===== src/rtl/c3lib_ckg_en_ctrl.sv =====
// Enable controller for the c3lib positive-edge clock gater: wake delay, idle timeout, drain window.
// Optional gated-cycle statistics counter when C3LIB_CKG_EN_CTRL_STATS_EN is defined.
module c3lib_ckg_en_ctrl #(
    parameter int CNT_W     = 8,
    parameter int WAKE_CYC  = 2,
    parameter int IDLE_CYC  = 16,
    parameter int DRAIN_CYC = 2,
    parameter int STAT_W    = 16
) (
    input  logic              clk,
    input  logic              rst,
    input  logic              clk_req,
    input  logic              busy,
    input  logic              force_on,
`ifdef C3LIB_CKG_EN_CTRL_STATS_EN
    input  logic              stat_clr,
    output logic [STAT_W-1:0] gated_cyc_cnt,
`endif
    output logic              clk_en,
    output logic              clk_ack,
    output logic [1:0]        ctrl_state
);

    typedef enum logic [1:0] {
        OFF   = 2'd0,
        WAKE  = 2'd1,
        ON    = 2'd2,
        DRAIN = 2'd3
    } state_t;

    localparam logic [CNT_W-1:0] WAKE_LD  = CNT_W'(WAKE_CYC - 1);
    localparam logic [CNT_W-1:0] IDLE_LD  = CNT_W'(IDLE_CYC - 1);
    localparam logic [CNT_W-1:0] DRAIN_LD = CNT_W'(DRAIN_CYC - 1);
    localparam logic [CNT_W-1:0] CNT_ONE  = CNT_W'(1);

    state_t           state, state_nxt;
    logic [CNT_W-1:0] cnt, cnt_nxt;
    logic [CNT_W-1:0] idle_cnt, idle_nxt;
    logic             act;

    assign act        = clk_req | busy | force_on;
    assign ctrl_state = state;

    // The idle counter follows activity in every state, so the timeout is
    // measured from the last request even when that request woke the clock.
    always_comb begin
        state_nxt = state;
        cnt_nxt   = cnt;
        if (act) begin
            idle_nxt = IDLE_LD;
        end else if (idle_cnt != '0) begin
            idle_nxt = idle_cnt - CNT_ONE;
        end else begin
            idle_nxt = '0;
        end

        case (state)
            OFF: begin
                if (act) begin
                    state_nxt = WAKE;
                    cnt_nxt   = WAKE_LD;
                end
            end
            WAKE: begin
                if (cnt == '0) begin
                    state_nxt = ON;
                end else begin
                    cnt_nxt = cnt - CNT_ONE;
                end
            end
            ON: begin
                if (!act && idle_cnt == '0) begin
                    state_nxt = DRAIN;
                    cnt_nxt   = DRAIN_LD;
                end
            end
            DRAIN: begin
                // Clock never stopped during drain, so activity returns straight to ON.
                if (act) begin
                    state_nxt = ON;
                end else if (cnt == '0) begin
                    state_nxt = OFF;
                end else begin
                    cnt_nxt = cnt - CNT_ONE;
                end
            end
            default: state_nxt = OFF;
        endcase
    end

    always_ff @(posedge clk) begin
        if (rst) begin
            state    <= OFF;
            cnt      <= '0;
            idle_cnt <= '0;
            clk_en   <= 1'b0;
            clk_ack  <= 1'b0;
        end else begin
            state    <= state_nxt;
            cnt      <= cnt_nxt;
            idle_cnt <= idle_nxt;
            clk_en   <= (state_nxt != OFF);
            clk_ack  <= (state_nxt == ON);
        end
    end

`ifdef C3LIB_CKG_EN_CTRL_STATS_EN
    always_ff @(posedge clk) begin
        if (rst || stat_clr) begin
            gated_cyc_cnt <= '0;
        end else if (!clk_en && gated_cyc_cnt != '1) begin
            gated_cyc_cnt <= gated_cyc_cnt + STAT_W'(1);
        end
    end
`endif

endmodule

===== config.mk =====
export PLATFORM = sky130hd
export DESIGN_NAME = c3lib_ckg_en_ctrl
export DESIGN_NICKNAME = d
export VERILOG_FILES = /design/src/rtl/c3lib_ckg_en_ctrl.sv
export SDC_FILE = /design/constraint.sdc
export NUM_CORES = 1
export LEC_CHECK = 0
export ABC_AREA = 1
export CORE_MARGIN = 2
export CORE_UTILIZATION = 49
export CTS_BUF_LIST = sky130_fd_sc_hd__clkbuf_16
export DETAILED_ROUTE_END_ITERATION = 7
export GPL_ROUTABILITY_DRIVEN = 0
export PLACE_DENSITY_LB_ADDON = 0.08
export SLEW_MARGIN = 30
export SYNTH_ARGS = -nofsm -noshare
export SYNTH_HDL_FRONTEND = slang
export SYNTH_SLANG_ARGS = --single-unit

===== constraint.sdc =====
create_clock -name clk -period 1.3 [get_ports clk]
set_input_delay 0.26 -clock clk [delete_from_list [all_inputs] [get_ports clk]]
set_output_delay 0.26 -clock clk [all_outputs]
set_load 0.02 [all_outputs]

==> key figures <==
Drt
  – Post-route DRC: 0
  – Vias per inst: 5.01
  – Via count: 1112
  – Routed length per instance: 12.3 µm
  – Final WL: 2740 µm
  – 1st-iter DRT viols: 21
  – First-pass DRT Iterations: 4
  – Final ANT Viol Nets: 0

STA
  – Slew @ Worst Pin: 0.254 ns
  – Count of final setup violators: 6
  – Final Max Slew Viols: 0
  – Final Hold Fails: 0
  – Hold slack: 0.423 ns
  – Normalized max-slew margin: 83.1%
  – Achievable frequency: 753 MHz
  – Tmin final: 1.33 ns
  – Setup total negative slack: -0.121 ns
  – Final Cycle Share: 102%
  – RSZ-0062 raised after global routing: true
  – Clock Skews: 0.00449 ns
  – Final WS setup: -0.0287 ns

Global routing
  – Overflow after GRT: 0
  – Pin count of the biggest net entering global routing: 12
  – Antenna violations before repair: 0
  – First-pass GRT wire length: 4130 µm
  – Total GRT Usage: 21.7%
  – Number of global-route vias before repair: 1011

Critical path
  – Worst-path cell chain: inv_4 -> ha_4 -> nand3_4 -> nor2_4 -> a21oi_4 -> buf_6 -> nand2_8 -> nand2_2 -> a21oi_1
  – Cell family with most CP delay: simple AND/OR/NAND/NOR gates
  – Worst-path fanout max: 5
  – Critical Path AT: 1.51 ns
  – CP Launch Type: register
  – Slowest library cell on the worst path: dfxtp_2
  – WP buf/inv: 2
  – Crit path kind: register to register
  – Slowest stage delay, CP: 0.33 ns
  – Worst Path Required: 1.48 ns
  – Setup crit end kind: register

Power
  – Max VDD drop: 2.17 mV
  – Seq pwr share: 21.7%
  – Sw frac: 45.9%
  – P_sw: 2090 µW
  – Leak: 0.000738 µW
  – Logic pwr share: 64.5%
  – Clk network pwr share: 13.8%
  – Internal power: 2470 µW
  – P per Cell Area: 2710 nW/µm²

Floorplan
  – Die height: 51.1 µm
  – # rows: 17
  – Die area: 2610 µm²
  – Core ar.: 2150 µm²
  – I/O Pins: 9
  – Die span in x: 51.1 µm
  – Initial Util: 50.7%

CTS
  – Clock sink count: 20
  – CTS Buf Count: 3
  – Clk slew on worst S/H paths: 0.05 ns
  – Clock H-tree levels: 1
  – Clk root buf: clkbuf_16
  – Later-pin clock latency in the skew report: 0.25 ns
  – Hold Buf Count CTS: 0
  – CTS tree: yes
  – Clk buf depth: 2

Synthesis
  – Largest area contributor in the netlist: dfxtp_1
  – Post-synthesis sequential area ratio: 36.8%
  – Synth top area cells: dfxtp_1 37%, nand2_1 13%, a21oi_1 7.4%, inv_1 7.2%, nor2_1 6.6%
  – Yosys warning count: 0
  – Mapped Nets: 169
  – Syn_area_per_cell: 6.80 µm²
  – Post-synth top area share: 36.8%
  – Post-Syn Area: 1090 µm²
  – Post-synthesis cell count: 160
  – Yosys cell types: 24
  – Yosys reg bits: 20

Final layout
  – Layout fillers: 156
  – Fin cells: 222
  – Antenna Cells: 0
  – End-of-flow core utilization: 78.3%
  – Nets: 204
  – Commonest non-fill, non-tap cell in the layout: nand2_1
  – Area Growth Syn to Fin: 54.6%
  – Layout cells sized above 1: 45.4%
  – Most frequent cells in the layout: 27 x nand2_1, 20 x buf_4, 15 x nor2_1

Hold path
  – Hold/Removal Path Class: register to register

Status
  – Outcome: complete, but fails checks
  – Failing checks: negative setup slack

Run
  – Max Cap Viol: 0

Placement
  – DP Cell Count: 211
  – Post-DP HPWL: 1820 µm
  – Port Buffers: 8
[worst reg2reg max path, stage by stage (launching register included)]
cell and delay, ns:
dfxtp_2 0.33, inv_4 0.08, ha_4 0.14, nand3_4 0.06, nor2_4 0.17, a21oi_4 0.09, buf_6 0.14, nand2_8 0.08
nand2_2 0.05, a21oi_1 0.12
[sequential cells by signal, indices dropped and copies added (netlist names)]
register    count
ctrl_state      2
clk_en          1
cnt             8
idle_cnt        8
clk_ack         1
[final cells by class]
class | instances | area, µm² | area share (%)
multi-input cells | 118 | 831 | 49.4
flip-flops and latches | 20 | 409 | 24.3
repair buffers | 30 | 244 | 14.5
inverters | 22 | 85.1 | 5.06
clock buffers | 3 | 75.1 | 4.46
well taps | 28 | 35.0 | 2.08
clock inverters | 1 | 3.75 | 0.223
[power by group through the flow]
stage               clock network, µW  logic [µW]  registers [µW]
detailed placement                  0        2120             952
CTS                               638        2380             968
floorplan                           0        1390            1020
global placement                    0        2080             955
global route                      672        3190            1010
finish                            629        2940             991
[worst paths after layout]
kind / start / end / slack, ns / depth (start not counted)
hold / removal: idle_cnt[0] / idle_cnt[0] / 0.42 / 1
setup / recovery: cnt[0] / cnt[4] / -0.03 / 9
setup reg to reg: cnt[0] / cnt[4] / -0.03 / 9
hold reg to reg: idle_cnt[0] / idle_cnt[0] / 0.42 / 1
[cell usage after synthesis, drive strengths merged]
cell type,n
nand2,43
nor2,25
inv,21
dfxtp,20
a21oi,18
nand3,12
o21ai,5
ha,4
nand4,3
or2,2
xor2,2
a21boi,1
clkbuf,1
clkinv,1
nor3,1
xnor2,1
[kinds of logic (layout without fill, tap and decap cells)]
| group | Yosys count | in the layout | synth area share (%) |
|---|---|---|---|
| buffers and inverters | 23 | 56 | 7.93 |
| DFF | 20 | 20 | 36.8 |
| AOI/OAI and AO/OA | 24 | 24 | 12.3 |
| xor gates and xnor gates | 3 | 3 | 2.41 |
| and+or+nand+nor | 86 | 87 | 36.0 |
| adders and majority gates | 4 | 4 | 4.60 |
[metrics by stage]
stage / area (µm²) / setup slack, ns / power, µW
after floorplan: 1100 / 0.0155 / 2410
after global placement: 1330 / -0.318 / 3030
after detailed placement: 1330 / -0.378 / 3070
after CTS: 1520 / -0.00731 / 3990
after global routing: 1680 / -0.0879 / 4880
final: 1680 / -0.0287 / 4560
[routing by layer]
metal	global-route usage, %	part of all wire (%)	vias to the layer above
li1	-	-	577
met1	24.1	42	520
met2	38.3	54	13
met3	4.68	3.1	2
met4	11.7	0.58	0
met5	0	0	-
[what timing repair did]
| action | in CTS | in global routing |
|---|---|---|
| gates cloned | 1 | 0 |
| pin swaps | 18 | 17 |
| buffers inserted | 3 | 4 |
| gates resized for setup | 35 | 34 |
| setup endpoints to repair | 19 | 18 |
No activity file was read; power rests on OpenSTA's default activity.
